### config.mk
export PLATFORM = sky130hd
export DESIGN_NAME = fetch_redirect_ctrl
export DESIGN_NICKNAME = d
export VERILOG_FILES = /design/src/rtl/fetch_pkg.sv /design/src/rtl/fetch_redirect_ctrl_prio_sel.sv /design/src/rtl/fetch_redirect_ctrl.sv
export SDC_FILE = /design/constraint.sdc
export NUM_CORES = 1
export LEC_CHECK = 0
export BUFFER_PORTS_ARGS = -buffer_cell sky130_fd_sc_hd__buf_2
export CAP_MARGIN = 20
export CORE_AREA = 2 2 138 113
export DETAILED_ROUTE_END_ITERATION = 7
export DIE_AREA = 0 0 140 115
export PLACE_DENSITY = 0.51
export SYNTH_ARGS = -nofsm -noshare
export SYNTH_HDL_FRONTEND = slang
export SYNTH_SLANG_ARGS = --single-unit
export TNS_END_PERCENT = 1
### constraint.sdc
create_clock -name clk -period 4.87 [get_ports clk]
set_input_delay 0.974 -clock clk [delete_from_list [all_inputs] [get_ports clk]]
set_output_delay 0.974 -clock clk [all_outputs]
set_load 0.01 [all_outputs]
### src/rtl/fetch_pkg.sv
// Shared definitions for the fetch-stage PC sequencing logic.
package fetch_pkg;

  localparam int PC_W = 32;

  localparam logic [PC_W-1:0] BOOT_PC_DEFAULT = 32'hbfc00000;

  // Redirect source kind; a numerically higher kind has higher priority.
  typedef enum logic [1:0] {
    KIND_NONE = 2'd0,
    KIND_BP   = 2'd1,
    KIND_WB   = 2'd2,
    KIND_INT  = 2'd3
  } redir_kind_t;

  // Controller state, decoded from the pending register and squash count.
  typedef enum logic [1:0] {
    ST_RUN    = 2'd0,
    ST_HOLD   = 2'd1,
    ST_SQUASH = 2'd2
  } fetch_state_t;

endpackage

### src/rtl/fetch_redirect_ctrl_prio_sel.sv
// Four-way priority picker across the live redirect requests and the pending entry.
module redirect_prio_sel
  import fetch_pkg::*;
(
  input  logic            int_valid,
  input  logic [PC_W-1:0] int_pc,
  input  logic            wb_valid,
  input  logic [PC_W-1:0] wb_pc,
  input  logic            bp_valid,
  input  logic [PC_W-1:0] bp_pc,
  input  logic            pend_valid,
  input  redir_kind_t     pend_kind,
  input  logic [PC_W-1:0] pend_pc,
  output logic            win_valid,
  output redir_kind_t     win_kind,
  output logic [PC_W-1:0] win_pc,
  output logic            win_is_pend
);

  // Walk kinds from highest to lowest; a live request beats a pending entry of the same kind.
  always_comb begin
    win_valid   = 1'b0;
    win_kind    = KIND_NONE;
    win_pc      = '0;
    win_is_pend = 1'b0;
    if (int_valid) begin
      win_valid = 1'b1;
      win_kind  = KIND_INT;
      win_pc    = int_pc;
    end else if (pend_valid && pend_kind == KIND_INT) begin
      win_valid   = 1'b1;
      win_kind    = KIND_INT;
      win_pc      = pend_pc;
      win_is_pend = 1'b1;
    end else if (wb_valid) begin
      win_valid = 1'b1;
      win_kind  = KIND_WB;
      win_pc    = wb_pc;
    end else if (pend_valid && pend_kind == KIND_WB) begin
      win_valid   = 1'b1;
      win_kind    = KIND_WB;
      win_pc      = pend_pc;
      win_is_pend = 1'b1;
    end else if (bp_valid) begin
      win_valid = 1'b1;
      win_kind  = KIND_BP;
      win_pc    = bp_pc;
    end else if (pend_valid && pend_kind == KIND_BP) begin
      win_valid   = 1'b1;
      win_kind    = KIND_BP;
      win_pc      = pend_pc;
      win_is_pend = 1'b1;
    end
  end

endmodule

### src/rtl/fetch_redirect_ctrl.sv
// Fetch-stage PC sequencing: redirect arbitration, stall latching and wrong-path squash.
module fetch_redirect_ctrl
  import fetch_pkg::*;
#(
  parameter logic [PC_W-1:0] BOOT_PC    = BOOT_PC_DEFAULT,
  parameter int              SQUASH_CYC = 1
) (
  input  logic            clk,
  input  logic            reset,
  input  logic [PC_W-1:0] cur_pc,
  input  logic            stop,
  input  logic            int_req,
  input  logic [PC_W-1:0] int_pc,
  input  logic            wb_valid,
  input  logic [PC_W-1:0] wb_pc,
  input  logic            bp_token,
  input  logic [PC_W-1:0] bp_pc,
  output logic [PC_W-1:0] next_pc,
  output logic            pc_we,
  output logic            redirect,
  output logic            int_ack,
  output logic            if_flush
);

  localparam logic [2:0] SQ_LOAD = 3'(SQUASH_CYC);

  logic            pend_valid;
  redir_kind_t     pend_kind;
  logic [PC_W-1:0] pend_pc;
  logic [2:0]      sq_cnt;
  fetch_state_t    state;

  logic            win_valid;
  redir_kind_t     win_kind;
  logic [PC_W-1:0] win_pc;
  logic            win_is_pend;

  // Decode the controller state from the pending register and the squash count.
  always_comb begin
    state = ST_RUN;
    if (pend_valid) state = ST_HOLD;
    else if (sq_cnt != 3'd0) state = ST_SQUASH;
  end

  redirect_prio_sel u_prio (
    .int_valid  (int_req),
    .int_pc     (int_pc),
    .wb_valid   (wb_valid),
    .wb_pc      (wb_pc),
    .bp_valid   (bp_token),
    .bp_pc      (bp_pc),
    .pend_valid (state == ST_HOLD),
    .pend_kind  (pend_kind),
    .pend_pc    (pend_pc),
    .win_valid  (win_valid),
    .win_kind   (win_kind),
    .win_pc     (win_pc),
    .win_is_pend(win_is_pend)
  );

  // Drive the PC register in the same cycle so the IROM sees the new address immediately.
  always_comb begin
    next_pc  = cur_pc + 32'd4;
    pc_we    = 1'b1;
    redirect = 1'b0;
    int_ack  = 1'b0;
    if (reset) begin
      next_pc = BOOT_PC;
    end else if (stop) begin
      pc_we   = 1'b0;
      next_pc = cur_pc;
    end else if (win_valid) begin
      next_pc  = win_pc;
      redirect = 1'b1;
      int_ack  = (win_kind == KIND_INT);
    end
  end

  // Flush while the squash count runs; reset also kills whatever is leaving IF.
  always_comb begin
    if_flush = reset || (sq_cnt != 3'd0);
  end

  // Latch redirects during stalls and run the squash counter on unstalled cycles.
  always_ff @(posedge clk) begin
    if (reset) begin
      pend_valid <= 1'b0;
      pend_kind  <= KIND_NONE;
      pend_pc    <= '0;
      sq_cnt     <= 3'd0;
    end else if (stop) begin
      if (win_valid && !win_is_pend) begin
        pend_valid <= 1'b1;
        pend_kind  <= win_kind;
        pend_pc    <= win_pc;
      end
    end else begin
      pend_valid <= 1'b0;
      pend_kind  <= KIND_NONE;
      if (win_valid) sq_cnt <= SQ_LOAD;
      else if (sq_cnt != 3'd0) sq_cnt <= sq_cnt - 3'd1;
    end
  end

endmodule

# Word-level counts from Yosys, hierarchy flattened
# Cells that the tools add are included.
# totals
out_inout_bits,36
wordCells,61
inputBits,134
regBits,38
# op_classes
addsub,2
mux,38
n_eq_ne,5
n_bitwise,1
n_reduce_logical,11
# ops
op,n
two-way mux 32 bit,9
adder 32 x 3 -> 32 bit (second input constant),1
two-way mux 1 bit,20
two-way mux 2 bit,7
equality test 2 bit (second input constant),3
two-way mux 3 bit,2
equality test 2 x 1 -> 1 bit (second input constant),2
logical AND 1 bit,4
AND reduction 2 bit,2
nonzero test 3 bit,1
subtractor 3 x 1 -> 3 bit (second input constant),1
nonzero test 2 bit,1
OR reduction 2 bit,1
zero test 1 bit,1
logical OR 1 bit,1
NOT 1 bit,1

# Logic depth before layout (Yosys ltp)
# Gate-level depths: netlist (run 1).
# logic_depth
word_depth,15
ltp_mapped,9
ltp_nobuf,7

# By module
# Synthesis (run 1) repeated with hierarchy kept, for this count alone.
# hier_totals
cells_unflattened,502
area_unflattened_um2,3564.7
# modules_own_cells
mod,instances,area_each_um2,cells_each
fetch_redirect_ctrl,1,2711.4,405
redirect_prio_sel,1,853.3,97

# Least setup slack after synthesis (run 1)
# No wires, ideal clock.
# synth_path
path_type,input to output
startpoint,in wb_valid
endpoint,out next_pc[10]
required_time_ps,3896
setup_slack_ps,1415
arrival_time_ps,2481
cell_stages,7
n_path_buf,1
cell_sequence,buf_4 > and2b_1 > o32ai_2 > a22oi_1 > nor2_1 > a221oi_1 > a2111oi_0
# synth_between
elab_chain_len,6
# synth_lines
element,line_no,rtl
start: declaration,fetch_redirect_ctrl.sv:14,"input logic wb_valid,"
two-way mux 32 bit or two-way mux 1 bit (tied branches),fetch_redirect_ctrl_prio_sel.sv:35,end else if (wb_valid) begin
two-way mux 32 bit or two-way mux 1 bit (tied branches),fetch_redirect_ctrl_prio_sel.sv:30,end else if (pend_valid && pend_kind == KIND_INT) begin
two-way mux 32 bit or two-way mux 1 bit (tied branches),fetch_redirect_ctrl_prio_sel.sv:26,if (int_valid) begin
two-way mux 32 bit *,fetch_redirect_ctrl.sv:72,end else if (win_valid) begin
two-way mux 32 bit *,fetch_redirect_ctrl.sv:69,end else if (stop) begin
two-way mux 32 bit *,fetch_redirect_ctrl.sv:67,if (reset) begin
end: declaration,fetch_redirect_ctrl.sv:18,"output logic [PC_W-1:0] next_pc,"
# Every way passes the cells marked *; elsewhere a longest branch is shown, timed or not.

# Worst setup path after layout (run 1)
# layout_path
startpoint,in int_req
endpoint,out next_pc[10]
# layout_between
elab_chain_len,4
# layout_lines
element,line_no,rtl
start: declaration,fetch_redirect_ctrl.sv:12,"input logic int_req,"
two-way mux 32 bit or two-way mux 1 bit (tied branches),fetch_redirect_ctrl_prio_sel.sv:26,
two-way mux 32 bit *,fetch_redirect_ctrl.sv:72,
two-way mux 32 bit *,fetch_redirect_ctrl.sv:69,
two-way mux 32 bit *,fetch_redirect_ctrl.sv:67,
# Marks and branches as above.

==> impl_metrics.py, run 1 <==
metrics = {
    "run_status": {
        "run_status": "finished with violations",
        "violations": "DRC",
    },
    "pwr": {
        "switching_share_pct": 35.6,
        "pwr_density_cell_nw_per_um2": 220,
        "vdd_drop_max_mv": 0.115,
        "clkPwrFrac_pct": 33.5,
        "pwr-share-comb_pct": 33.1,
        "finalPower_uw": 1040,
        "p_sw_uw": 371,
        "seqPwrFrac_pct": 33.4,
        "intPower_uw": 671,
        "leakage_uw": 0.00198,
    },
    "setup_path": {
        "rr_worst_depth": 6,
        "rrSetupSlack_ns": 1.96,
        "arrival_ns": 3.15,
        "required_ns": 3.90,
        "reg2reg_to": "pend_pc[3]",
        "path_max_fanout": 27,
        "r2r-start": "pend_valid",
        "cp-end-kind": "output port",
        "critPathLaunchType": "input pin",
        "crit_type": "in2out",
    },
    "floorplan": {
        "die_width_um": 140,
        "core_um2": 14800,
        "die_h_um": 115,
        "die_area_um2": 16100,
        "rows": 40,
        "initial_core_util_pct": 24.3,
        "io_pins": 170,
    },
    "synthesis": {
        "yosys.area_share.adder_pct": 1.04,
        "synth_xor_area_share_pct": 0,
        "syn_area_um2": 3590,
        "synth.area.top_cells": "dfxtp_1 21%, nor2_1 7.2%, a21oi_1 6.4%",
        "syn_inst": 525,
        "synth_top_area_share_pct": 21.2,
        "synth.distinct_cells": 67,
        "async_flop_share_pct": 0,
        "synthSimpleGateAreaFrac_pct": 29.8,
        "syn-num-nets": 662,
        "yosysWarnings": 0,
        "ys_ff_latch": 38,
        "synth_edf_count": 0,
        "synth_top_area_cell": "dfxtp_1",
        "synth_compound_gate_area_share_pct": 40.0,
        "synth_top_flop_cell": "dfxtp_1",
        "synthMuxAreaShare_pct": 0,
        "yosysSeqAreaShare_pct": 21.2,
        "syn_area_per_cell_um2": 6.84,
        "synth_top_family_by_area": "compound AO/OA/AOI/OAI gates",
    },
    "layout": {
        "fillers": 1609,
        "nets": 812,
        "layout_commonest_cell": "buf_2",
        "design_area_um2": 4730,
        "final_cell_mix": "169 x buf_2, 68 x nor2_1, 60 x nand2_1, 46 x a21oi_1, 38 x dfxtp_1",
        "diodes": 0,
        "finalNonFillerCells": 865,
        "drive_gt1_share_pct": 30.9,
        "syn2layout_area_growth_pct": 31.6,
    },
    "min_path": {
        "holdPathStages": 2,
        "hold_path.class": "reg2reg",
        "hold_path.startpoint": "pend_pc[19]",
        "hold_end": "pend_pc[19]",
    },
    "routing": {
        "wl_per_cell_um": 19.8,
        "firstDrtPassIters": 8,
        "ant_nets": 0,
        "drc_errors": 6,
        "drt_wl_total_um": 17100,
        "viasPerCell": 5.53,
        "met1Wirelength_um": 7730,
        "wl_met3_um": 1550,
        "wl_met2_um": 7590,
        "num_vias": 4782,
        "drt-initial-drc-count": 522,
        "top_layer_used": "met4",
    },
    "sta": {
        "maxSlewHeadroom_pct": 38.6,
        "fin_worst_skew_ns": 0.00421,
        "tns_ns": 0,
        "finalMaxSlewViolations": 0,
        "fmax_mhz": 242,
        "setup_violations": 0,
        "finalHoldViolations": 0,
        "rsz0062_at_grt": "false",
        "finalCritPeriodShare_pct": 84.7,
        "period_needed_ns": 4.12,
        "tightestPinTransition_ns": 0.921,
    },
    "clock_tree": {
        "clockBufferDepth": 2,
        "clk_pin_slew_ns": 0.06,
        "post_cts_buffers": 0,
        "cts_tree": "done",
        "root_buffer": "clkbuf_16",
        "insertion_delay_ns": 0.29,
        "clkSinkCount": 38,
        "cts_made_buffers": 5,
        "cts_hold_buffers": 0,
        "htreeDepth": 2,
        "post_cts_resized": 0,
    },
    "run": {
        "timing.max_cap.violations": 0,
    },
    "global_route": {
        "grt_pass1_wl_um": 26200,
        "grt-ovfl-total": 0,
        "grt_max_degree": 37,
        "grt_pass1_vias": 4587,
        "grt_usage_pct": 20.8,
        "antenna_found_initial": 0,
    },
    "placement": {
        "portBuffers": 169,
        "place_hpwl_um": 13300,
        "placedCellCount": 857,
        "gp_congestion": 0.900,
        "place_area_um2": 4580,
    },
}
-- worst max-delay path by stage --
stage | start | end | slack, ns
2_1_floorplan | wb_valid | next_pc[10] | 1.42
3_3_place_gp | wb_valid | next_pc[22] | 0.77
3_5_place_dp | wb_valid | next_pc[22] | 0.79
4_1_cts | wb_valid | next_pc[22] | 0.79
5_1_grt | wb_valid | next_pc[22] | 0.62
6_report | int_req | next_pc[10] | 0.75
-- registers in the layout (all words and copies together), names as in the netlist --
register / flops
pend_pc: 32
sq_cnt: 3
pend_valid: 1
pend_kind: 2
-- critical path: stages --
cell and delay [ns]:
buf_2 0.42, nor2_1 0.15, and3_1 0.32, buf_4 0.22
nand2_1 0.20, nor3_1 0.09, a2111oi_0 0.52, buf_2 0.25
-- through the flow --
| stage | worst slack, ns | utilization, % | hold WS [ns] |
|---|---|---|---|
| after floorplan | 1.42 | - | 0.431 |
| after CTS | 0.794 | 32.0 | 0.463 |
| after global placement | 0.771 | 31.0 | 0.445 |
| after detailed placement | 0.792 | 31.0 | 0.454 |
| final | 0.745 | 32.0 | 0.464 |
| after global routing | 0.618 | 32.0 | 0.482 |
-- cells in the mapped netlist, types with 7 or more instances --
master and n:
a31oi_1 10, a211oi_1 18, nand2_1 60, nor3_1 19
o21ai_1 17, nand2b_1 7, nor2_1 69, a21oi_1 46
a221oi_1 14, dfxtp_1 38, inv_1 13, a22oi_1 23
o21ai_0 28, nand3_1 18, buf_2 12, clkbuf_1 20
nand4_1 7, and3_1 7
-- routing by layer --
layer,global-route usage (%),vias to the layer above
li1,-,2284
met1,29.1,2227
met2,33.0,255
met3,4.50,16
met4,4.31,0
met5,0,-
-- layout make-up --
class | count | area (µm²) | share of cell area (%)
multi-input combinational | 432 | 2560 | 54.2
timing repair buffer | 185 | 966 | 20.4
sequential | 38 | 761 | 16.1
tap | 189 | 236 | 5.00
clock buffer | 6 | 139 | 2.94
inverter | 13 | 48.8 | 1.03
clock inverter | 2 | 12.5 | 0.265
-- kinds of logic (layout without fill, tap and decap cells) --
family,count (synthesis),after routing
and+or+nand+nor,218,218
adders and majority gates,3,3
AOI/OAI and AO/OA,211,211
buffers and inverters,55,206
DFF,38,38
-- power by group through the flow --
stage / Clock (µW) / Sequential, µW / Combinational, µW
CTS: 352 / 347 / 342
finish: 349 / 348 / 345
floorplan: 0 / 350 / 186
global placement: 0 / 353 / 338
global route: 365 / 351 / 376
detailed placement: 0 / 354 / 341
(Power assumes the default switching activity.)
==> inputs of run 2 (changes only) <==
Settings changed: PLACE_DENSITY 0.51 to 0.52.
Clock period 4.87 ns to 3.5 ns, I/O delays scaled along.
==> impl_metrics.py, run 2 (same netlist as run 1, synthesis figures left out) <==
metrics = {
    "run_status": {
        "run_status": "finished with violations",
        "violations": "DRC",
    },
    "layout": {
        "final_core_util_pct": 33.3,
        "layout_commonest_cell": "buf_2",
        "drive_gt1_share_pct": 32.5,
        "largest_register_ffs": 32,
        "regMostFlops": "pend_pc",
        "diodes": 0,
        "nets": 828,
        "finalNonFillerCells": 881,
        "final_cell_mix": "169 x buf_2, 68 x nor2_1, 60 x nand2_1, 46 x a21oi_1, 38 x dfxtp_1",
        "largestRegisters": "pend_pc x32, sq_cnt x3, pend_kind x2",
        "syn2layout_area_growth_pct": 37.0,
    },
    "setup_path": {
        "critPathLaunchType": "input pin",
        "crit_type": "in2out",
        "path_cells": "buf_2, ha_1, and3_1, nand4_1, nor4_1, nor3_1, a2111oi_1, buf_2",
        "cpMostUsedCell": "buf_2",
        "slowest_stage": "a2111oi_1",
        "arrival_ns": 2.64,
        "cp-end-kind": "output port",
        "path_max_fanout": 5,
        "crit_path_max_incr_delay_ns": 0.46,
        "required_ns": 2.80,
    },
    "global_route": {
        "grt_pass1_vias": 4338,
        "grt_usage_pct": 19.8,
        "antenna_found_initial": 1,
        "grt_pass1_wl_um": 24900,
        "grt_max_degree": 37,
        "grt-ovfl-total": 0,
    },
    "pwr": {
        "pwr_density_cell_nw_per_um2": 324,
        "leakage_uw": 0.00209,
        "vdd_drop_max_mv": 0.171,
    },
    "routing": {
        "wl_per_cell_um": 18.7,
        "drt_wl_total_um": 16500,
        "drt-initial-drc-count": 336,
        "drc_errors": 6,
        "num_vias": 4775,
        "ant_nets": 0,
        "viasPerCell": 5.42,
        "firstDrtPassIters": 8,
    },
    "floorplan": {
        "die_h_um": 115,
        "die_width_um": 140,
        "rows": 40,
        "die_area_um2": 16100,
        "initial_core_util_pct": 24.3,
        "io_pins": 170,
        "core_um2": 14800,
    },
    "placement": {
        "placedCellCount": 873,
        "place_hpwl_um": 13000,
        "gp_congestion": 0.856,
        "portBuffers": 169,
    },
    "clock_tree": {
        "cts_made_buffers": 5,
        "root_buffer": "clkbuf_16",
        "htreeDepth": 2,
        "clk_pin_slew_ns": 0.06,
        "post_cts_buffers": 0,
        "post_cts_resized": 0,
        "insertion_delay_ns": 0.29,
        "clockBufferDepth": 2,
        "cts_hold_buffers": 0,
        "cts_tree": "done",
        "clkSinkCount": 38,
    },
    "sta": {
        "setup_violations": 0,
        "finalCritPeriodShare_pct": 95.4,
        "maxSlewHeadroom_pct": 49.7,
        "fin_worst_skew_ns": 0.00695,
        "tns_ns": 0,
        "finalHoldViolations": 0,
        "rsz0062_at_grt": "false",
        "period_needed_ns": 3.34,
        "finalMaxSlewViolations": 0,
        "fmax_mhz": 299,
        "tightestPinTransition_ns": 0.754,
    },
    "min_path": {
        "hold_path.class": "reg2reg",
    },
    "run": {
        "timing.max_cap.violations": 0,
    },
}
[run 2: changes by cell type in the layout (fill, tap and decap cells not counted), sizes merged]
cell      change
bufinv        +2
clkinvlp      -1
clkbuf        -1
buf          +16
[run 2: path summary, 6_finish.rpt]
path | slack (ns) | startpoint | cells after the start | endpoint
setup / recovery | 0.16 | cur_pc[2] | 8 | next_pc[20]
hold / removal | 0.46 | pend_pc[17] | 2 | pend_pc[17]
setup reg to reg | 1.06 | pend_valid | 8 | pend_pc[23]
hold reg to reg | 0.46 | pend_pc[17] | 2 | pend_pc[17]
[run 2: worst max-delay path, delay by kind of cell]
kind            cells  cell delay (ns)
buf+inv             2             0.38
compound gates      1             0.46
fa+ha+maj           1             0.23
simple gates        4             0.86
[run 2: area by class of cell]
cell class,count,area (µm²)
inverter,13,48.8
sequential,38,761
timing repair buffer,201,1110
fill,1617,9840
multi-input combinational,432,2570
clock buffer,5,125
clock inverter,3,68.8
tap,189,236
[run 2: power breakdown]
part	internal (µW)	switching, µW
Combinational	201	285
Sequential	465	18.8
Clock	411	213
[run 2: layer usage]
| layer | GRT usage (%) | up-vias | share of wire, % |
|---|---|---|---|
| met5 | 0 | - | 0.079 |
| met4 | 4.44 | 2 | 1.2 |
| met3 | 4.54 | 17 | 9.4 |
| met2 | 31.1 | 213 | 45 |
| met1 | 27.9 | 2210 | 45 |
| li1 | - | 2333 | - |
[run 2: per-stage QoR]
step | cell area [µm²] | hold slack (ns) | total power (µW) | worst slack [ns]
after floorplan | 3590 | 0.431 | 746 | 0.593
after global placement | 4730 | 0.445 | 977 | 0.173
after CTS | 4920 | 0.456 | 1600 | 0.188
after global routing | 4920 | 0.468 | 1670 | 0.00181
after detailed placement | 4730 | 0.447 | 976 | 0.188
final | 4920 | 0.457 | 1590 | 0.160
